### src/rtl/imem_loader_pkg.sv
// imem_loader_pkg: shared state type and length-field width for the instruction-memory loader.
// Build option: IMEM_LOADER_CHECKSUM_EN adds the S_CSUM state for a trailing XOR checksum byte.
package imem_loader_pkg;
  localparam int LEN_W = 16;
`ifdef IMEM_LOADER_CHECKSUM_EN
  typedef enum logic [2:0] {S_IDLE, S_LEN, S_DATA, S_WRITE, S_CSUM, S_DONE} state_t;
`else
  typedef enum logic [2:0] {S_IDLE, S_LEN, S_DATA, S_WRITE, S_DONE} state_t;
`endif
endpackage

### src/rtl/imem_loader_byte_packer.sv
// byte_packer: assembles little-endian bytes into one instruction word.
// Ports: i_clk/i_rst_n clock and async active-low reset, i_clr drops any partial word,
// i_push shifts i_data in, o_word is the assembled word, o_last flags the final byte of a word.
module byte_packer #(
  parameter int P_DATA_WIDTH = 32
) (
  input  logic                    i_clk,
  input  logic                    i_rst_n,
  input  logic                    i_clr,
  input  logic                    i_push,
  input  logic [7:0]              i_data,
  output logic [P_DATA_WIDTH-1:0] o_word,
  output logic                    o_last
);
  localparam int NB = P_DATA_WIDTH / 8;
  localparam int CW = NB > 1 ? $clog2(NB) : 1;
  logic [CW-1:0]           cnt_q, cnt_d;
  logic [P_DATA_WIDTH-1:0] word_q, word_d;
  assign o_last = cnt_q == CW'(NB - 1);
  assign o_word = word_q;
  // bytes enter at the top and shift down, so the first byte ends in bits [7:0]
  always_comb begin
    cnt_d  = i_clr ? '0 : i_push ? (o_last ? '0 : cnt_q + 1'b1) : cnt_q;
    word_d = i_clr ? '0 : i_push ? (word_q >> 8) | (P_DATA_WIDTH'(i_data) << (P_DATA_WIDTH - 8)) : word_q;
  end
  always_ff @(posedge i_clk or negedge i_rst_n) begin
    if (!i_rst_n) begin
      cnt_q  <= '0;
      word_q <= '0;
    end else begin
      cnt_q  <= cnt_d;
      word_q <= word_d;
    end
  end
endmodule

### src/rtl/imem_loader.sv
// imem_loader: loads a length-prefixed byte stream into instruction memory while stalling the core.
// Ports: i_clk, i_rst_n (async active-low); i_start/i_abort control; i_rx_valid/i_rx_data/o_rx_ready
// byte stream; o_we/o_waddr/o_wdata memory write port; o_core_stall, o_done pulse, sticky o_err.
// Build option: IMEM_LOADER_CHECKSUM_EN expects a trailing XOR-of-payload byte after the words.
module imem_loader
  import imem_loader_pkg::*;
#(
  parameter int P_DATA_WIDTH = 32,
  parameter int P_ADDR_WIDTH = 10
) (
  input  logic                    i_clk,
  input  logic                    i_rst_n,
  input  logic                    i_start,
  input  logic                    i_abort,
  input  logic                    i_rx_valid,
  input  logic [7:0]              i_rx_data,
  output logic                    o_rx_ready,
  output logic                    o_we,
  output logic [P_ADDR_WIDTH-1:0] o_waddr,
  output logic [P_DATA_WIDTH-1:0] o_wdata,
  output logic                    o_core_stall,
  output logic                    o_done,
  output logic                    o_err
);
  localparam logic [LEN_W:0] MAX_N = (LEN_W + 1)'(2 ** P_ADDR_WIDTH);
`ifdef IMEM_LOADER_CHECKSUM_EN
  localparam state_t S_TAIL = S_CSUM;
  logic [7:0] csum_q, csum_d;
`else
  localparam state_t S_TAIL = S_DONE;
`endif
  state_t           state_q, state_d;
  logic [LEN_W-1:0] len_q, len_d, widx_q, widx_d, n;
  logic [7:0]       lo_q, lo_d;
  logic             hi_q, hi_d, err_q, err_d, rdy_q, rdy_d, we_q, we_d, stall_q, stall_d, done_q, done_d;
  logic             fire, over, pk_last;
  assign o_rx_ready   = rdy_q && !i_abort;
  assign o_we         = we_q;
  assign o_waddr      = widx_q[P_ADDR_WIDTH-1:0];
  assign o_core_stall = stall_q;
  assign o_done       = done_q;
  assign o_err        = err_q;
  assign fire         = i_rx_valid && o_rx_ready;
  assign n            = {i_rx_data, lo_q};
  assign over         = {1'b0, n} > MAX_N;
  byte_packer #(.P_DATA_WIDTH(P_DATA_WIDTH)) u_packer (
    .i_clk  (i_clk),
    .i_rst_n(i_rst_n),
    .i_clr  (state_q == S_IDLE),
    .i_push (fire && state_q == S_DATA),
    .i_data (i_rx_data),
    .o_word (o_wdata),
    .o_last (pk_last)
  );
  always_comb begin
    state_d = state_q;
    len_d   = len_q;
    lo_d    = lo_q;
    hi_d    = hi_q;
    widx_d  = widx_q;
    err_d   = err_q;
`ifdef IMEM_LOADER_CHECKSUM_EN
    csum_d  = csum_q;
`endif
    case (state_q)
      S_IDLE: if (i_start) begin
        state_d = S_LEN;
        err_d   = 1'b0;
        widx_d  = '0;
        hi_d    = 1'b0;
`ifdef IMEM_LOADER_CHECKSUM_EN
        csum_d  = '0;
`endif
      end
      S_LEN: if (fire) begin
        lo_d = i_rx_data;
        hi_d = 1'b1;
        if (hi_q) begin
          len_d   = n;
          err_d   = over;
          state_d = over ? S_IDLE : n == '0 ? S_TAIL : S_DATA;
        end
      end
      S_DATA: if (fire) begin
`ifdef IMEM_LOADER_CHECKSUM_EN
        csum_d  = csum_q ^ i_rx_data;
`endif
        state_d = pk_last ? S_WRITE : S_DATA;
      end
      S_WRITE: begin
        widx_d  = widx_q + 1'b1;
        state_d = widx_d < len_q ? S_DATA : S_TAIL;
      end
`ifdef IMEM_LOADER_CHECKSUM_EN
      S_CSUM: if (fire) begin
        err_d   = i_rx_data != csum_q;
        state_d = i_rx_data == csum_q ? S_DONE : S_IDLE;
      end
`endif
      default: state_d = S_IDLE;
    endcase
    if (i_abort && state_q != S_IDLE) state_d = S_IDLE;
    rdy_d   = state_d == S_LEN || state_d == S_DATA
`ifdef IMEM_LOADER_CHECKSUM_EN
              || state_d == S_CSUM
`endif
              ;
    we_d    = state_d == S_WRITE;
    stall_d = state_d != S_IDLE;
    done_d  = state_d == S_DONE;
  end
  always_ff @(posedge i_clk or negedge i_rst_n) begin
    if (!i_rst_n) begin
      state_q <= S_IDLE;
      len_q   <= '0;
      lo_q    <= '0;
      hi_q    <= 1'b0;
      widx_q  <= '0;
      err_q   <= 1'b0;
      rdy_q   <= 1'b0;
      we_q    <= 1'b0;
      stall_q <= 1'b0;
      done_q  <= 1'b0;
`ifdef IMEM_LOADER_CHECKSUM_EN
      csum_q  <= '0;
`endif
    end else begin
      state_q <= state_d;
      len_q   <= len_d;
      lo_q    <= lo_d;
      hi_q    <= hi_d;
      widx_q  <= widx_d;
      err_q   <= err_d;
      rdy_q   <= rdy_d;
      we_q    <= we_d;
      stall_q <= stall_d;
      done_q  <= done_d;
`ifdef IMEM_LOADER_CHECKSUM_EN
      csum_q  <= csum_d;
`endif
    end
  end
endmodule

### config.mk
export PLATFORM = sky130hd
export DESIGN_NAME = imem_loader
export DESIGN_NICKNAME = d
export VERILOG_FILES = /design/src/rtl/imem_loader_pkg.sv /design/src/rtl/imem_loader_byte_packer.sv /design/src/rtl/imem_loader.sv
export SDC_FILE = /design/constraint.sdc
export NUM_CORES = 1
export LEC_CHECK = 0
export CAP_MARGIN = 25
export CORE_UTILIZATION = 39
export DETAILED_ROUTE_END_ITERATION = 6
export GPL_ROUTABILITY_DRIVEN = 0
export PLACE_DENSITY = 0.72
export RECOVER_POWER = 50
export SETUP_SLACK_MARGIN = 0.05
export SYNTH_ARGS = -nofsm -noshare
export SYNTH_HDL_FRONTEND = slang
export SYNTH_SLANG_ARGS = --single-unit
### constraint.sdc
create_clock -name i_clk -period 4.76 [get_ports i_clk]
set_clock_uncertainty 0.1 [all_clocks]
set_input_delay 0.476 -clock i_clk [delete_from_list [all_inputs] [get_ports i_clk]]
set_output_delay 0.476 -clock i_clk [all_outputs]
set_load 0.02 [all_outputs]
==> flow_metrics.env <==
export IMPL_synth_area_um2=4090
export IMPL_hp_class="reg2reg"
export IMPL_routedWlPerCell_um=14.3
export IMPL_postCtsSetupBuffers=0
export IMPL_ant_nets=0
export IMPL_vias=3239
export IMPL_endpoint_kind="register"
export IMPL_pwr_share_clk=0.324
export IMPL_cts_resized=0
export IMPL_cts_num_sinks=83
export IMPL_cp_arrival_ps=3900
export IMPL_place_hpwl_mm=6.22
export IMPL_fin_cells=617
export IMPL_use_met3=0.0388
export IMPL_die_w_um=104
export IMPL_timing_hold_ws_ps=413
export IMPL_synth_cells=431
export IMPL_intPower_mw=1.26
export IMPL_synth_common_cells="98 x nand2_1, 83 x dfrtp_1, 42 x a21oi_1"
export IMPL_first_pass_iters=7
export IMPL_synth_distinct_cells=45
export IMPL_syn2layout_area_growth_pct=22.1
export IMPL_io_pins=60
export IMPL_slew_viol_final=33
export IMPL_dieHeight_um=104
export IMPL_drtIter0Drc=177
export IMPL_numCtsBuffers=9
export IMPL_ys_seq_elements=83
export IMPL_fmax_mhz=267
export IMPL_ys_seq_area_frac=0.507
export IMPL_slew_headroom=-0.0857
export IMPL_crit_type="reg2reg"
export IMPL_dp_cells=599
export IMPL_p_seq_frac=0.485
export IMPL_grt_pass1_vias=3135
export IMPL_dpl_cell_area_um2=4770
export IMPL_cp_max_fo=8
export IMPL_grt_met1_usage=0.221
export IMPL_clk_latency_ps=370
export IMPL_async_flop_share=1.00
export IMPL_clock_path_buffers=2
export IMPL_rows=37
export IMPL_yosys_area_top_type_share=0.507
export IMPL_track_usage=0.171
export IMPL_synth_net_count=461
export IMPL_rsz0062_at_grt="false"
export IMPL_synth_top_area_cell="dfrtp_1"
export IMPL_yosysMostFrequentCell="nand2_1"
export IMPL_grt_max_degree=84
export IMPL_tightest_slew_ps=1630
export IMPL_synth_flop_cell="dfrtp_1"
export IMPL_diodes=0
export IMPL_p_leak_nw=2.27
export IMPL_grt_overflow=0
export IMPL_cts_tree="built"
export IMPL_final_nets=506
export IMPL_cts_htree_levels=3
export IMPL_routed_wl_mm=8.83
export IMPL_drive_gt1_frac=0.0915
export IMPL_die_area_um2=10900
export IMPL_switchingPower_uw=544
export IMPL_period_share=0.788
export IMPL_power_switching_share=0.302
export IMPL_cts_root_buf="clkbuf_8"
export IMPL_design_area_um2=5000
export IMPL_netlist_top_cells_area="dfrtp_1 51%, nand2_1 9.0%, ha_1 5.2%"
export IMPL_antenna_found_initial=0
export IMPL_vias_per_cell=5.25
export IMPL_synth_warnings=0
export IMPL_io_buffers=59
export IMPL_max_cap_violations=1
export IMPL_initial_core_util=0.400
export IMPL_total_power_mw=1.80
export IMPL_synth_edf_count=0
export IMPL_cp_start_kind="register"
export IMPL_setup_tns_ps=0
export IMPL_avgSynthCellArea_um2=9.50
export IMPL_top_usage_layer="met2"
export IMPL_combPwrFrac=0.191
export IMPL_power_density_nw_per_um2=361
export IMPL_ir_drop_mv=0.183
export IMPL_grt_pass1_wl_mm=15.0
export IMPL_finalSetupViolCount=0
export IMPL_clk_pin_slew_worst_paths_ps=90
export IMPL_drc=1
export IMPL_met2_usage=0.278
export IMPL_fin_crit_ps=3750
export IMPL_finalHoldViolations=0
export IMPL_violations="DRC, capacitance limit, slew limit"
export IMPL_coreArea_um2=10200
export IMPL_status="finished with violations"
export IMPL_critPathRequiredTime_ps=4910
[worst max-delay path, cell delays in order, from the launching register on]
cell and delay [ps]:
dfrtp_1 500, nand4_2 220, nor4_4 390, and3_1 290, nand3_1 120, xnor2_1 160, ha_1 310, nand4_1 140
or3_1 390, or4_1 530, nand3_1 180, nor3b_2 230, o21bai_1 80
[final cells by class]
class	count	area [um2]
clock buffer	9	124
clock inverter	7	106
fill	929	5240
inverter	21	78.8
multi-input combinational	295	1780
sequential	83	2080
tap	136	170
timing repair buffer	66	657
[registers in the layout, indices dropped and copies added (netlist names)]
signal / cells
hi_q: 1
len_q: 16
lo_q: 8
o_core_stall: 1
o_done: 1
o_err: 1
o_we: 1
rdy_q: 1
state_q: 3
u_packer.cnt_q: 2
u_packer.o_word: 32
widx_q: 16
[power by group through the flow]
stage	clock (mW)	combinational, mW	sequential (mW)
floorplan	0	0.232	0.870
detailed placement	0	0.344	0.891
CTS	0.594	0.348	0.877
global route	0.627	0.386	0.890
finish	0.585	0.344	0.874
global placement	0	0.324	0.887
[layer usage]
metal / share of wire / wire length (um) / up-vias
met4: 0.019 / 170 / 0
li1: - / - / 1556
met5: 0 / 0 / -
met3: 0.039 / 343 / 12
met1: 0.44 / 3890 / 1582
met2: 0.50 / 4430 / 89
[kinds of logic (layout without fill, tap and decap cells)]
| logic type | Yosys count | count (layout) | synth area share |
|---|---|---|---|
| adders and majority gates | 17 | 17 | 0.0520 |
| DFF | 83 | 83 | 0.507 |
| AOI/OAI and AO/OA | 96 | 96 | 0.138 |
| xor gates and xnor gates | 14 | 14 | 0.0300 |
| muxes | 9 | 9 | 0.0248 |
| buffers and inverters | 53 | 103 | 0.0593 |
| and+or+nand+nor | 159 | 159 | 0.189 |
[through the flow]
step | util | worst slack [ps]
floorplan | - | 1360
global placement | 0.462 | 1170
detailed placement | 0.466 | 1080
CTS | 0.488 | 1030
global route | 0.488 | 700
finish | 0.488 | 1010
[timing repair]
action / CTS / global route
endpoints found under the hold margin: 0 / 31
hold buffers: 0 / 1
endpoints found under the setup margin: 0 / 0
[placed cells by master (no fill, tap or decap), types with 3 or more instances in the layout]
cell,n
a21oi_1,42
a22o_1,7
and3_1,3
buf_4,4
clkbuf_8,9
clkdlybuf4s50_1,36
dfrtp_1,83
dlygate4sd3_1,23
ha_1,17
inv_1,21
inv_6,3
mux2_2,9
nand2_1,98
nand3_1,9
nand4_1,6
nor2_1,15
nor3_1,3
o21ai_0,27
o31ai_1,4
or3_1,3
or4_1,3
xnor2_1,8
xor2_1,6
[final timing paths]
path                                       startpoint  slack, ps                              to  depth (start not counted)
worst min-delay path              lo_q[6]$_DFFE_PN0P_        410            len_q[6]$_DFFE_PN0P_                          2
max in group asynchronous                     i_rst_n       1600           widx_q[9]$_DFFE_PN0P_                          3
min in group asynchronous                     i_rst_n        940  u_packer.o_word[0]$_DFFE_PN0P_                          2
worst max-delay path            widx_q[2]$_DFFE_PN0P_       1010          o_core_stall$_DFF_PN0_                         12
worst max register to register  widx_q[2]$_DFFE_PN0P_       1010          o_core_stall$_DFF_PN0_                         12
worst min register to register    lo_q[6]$_DFFE_PN0P_        410            len_q[6]$_DFFE_PN0P_                          2
(Power assumes the default switching activity.)
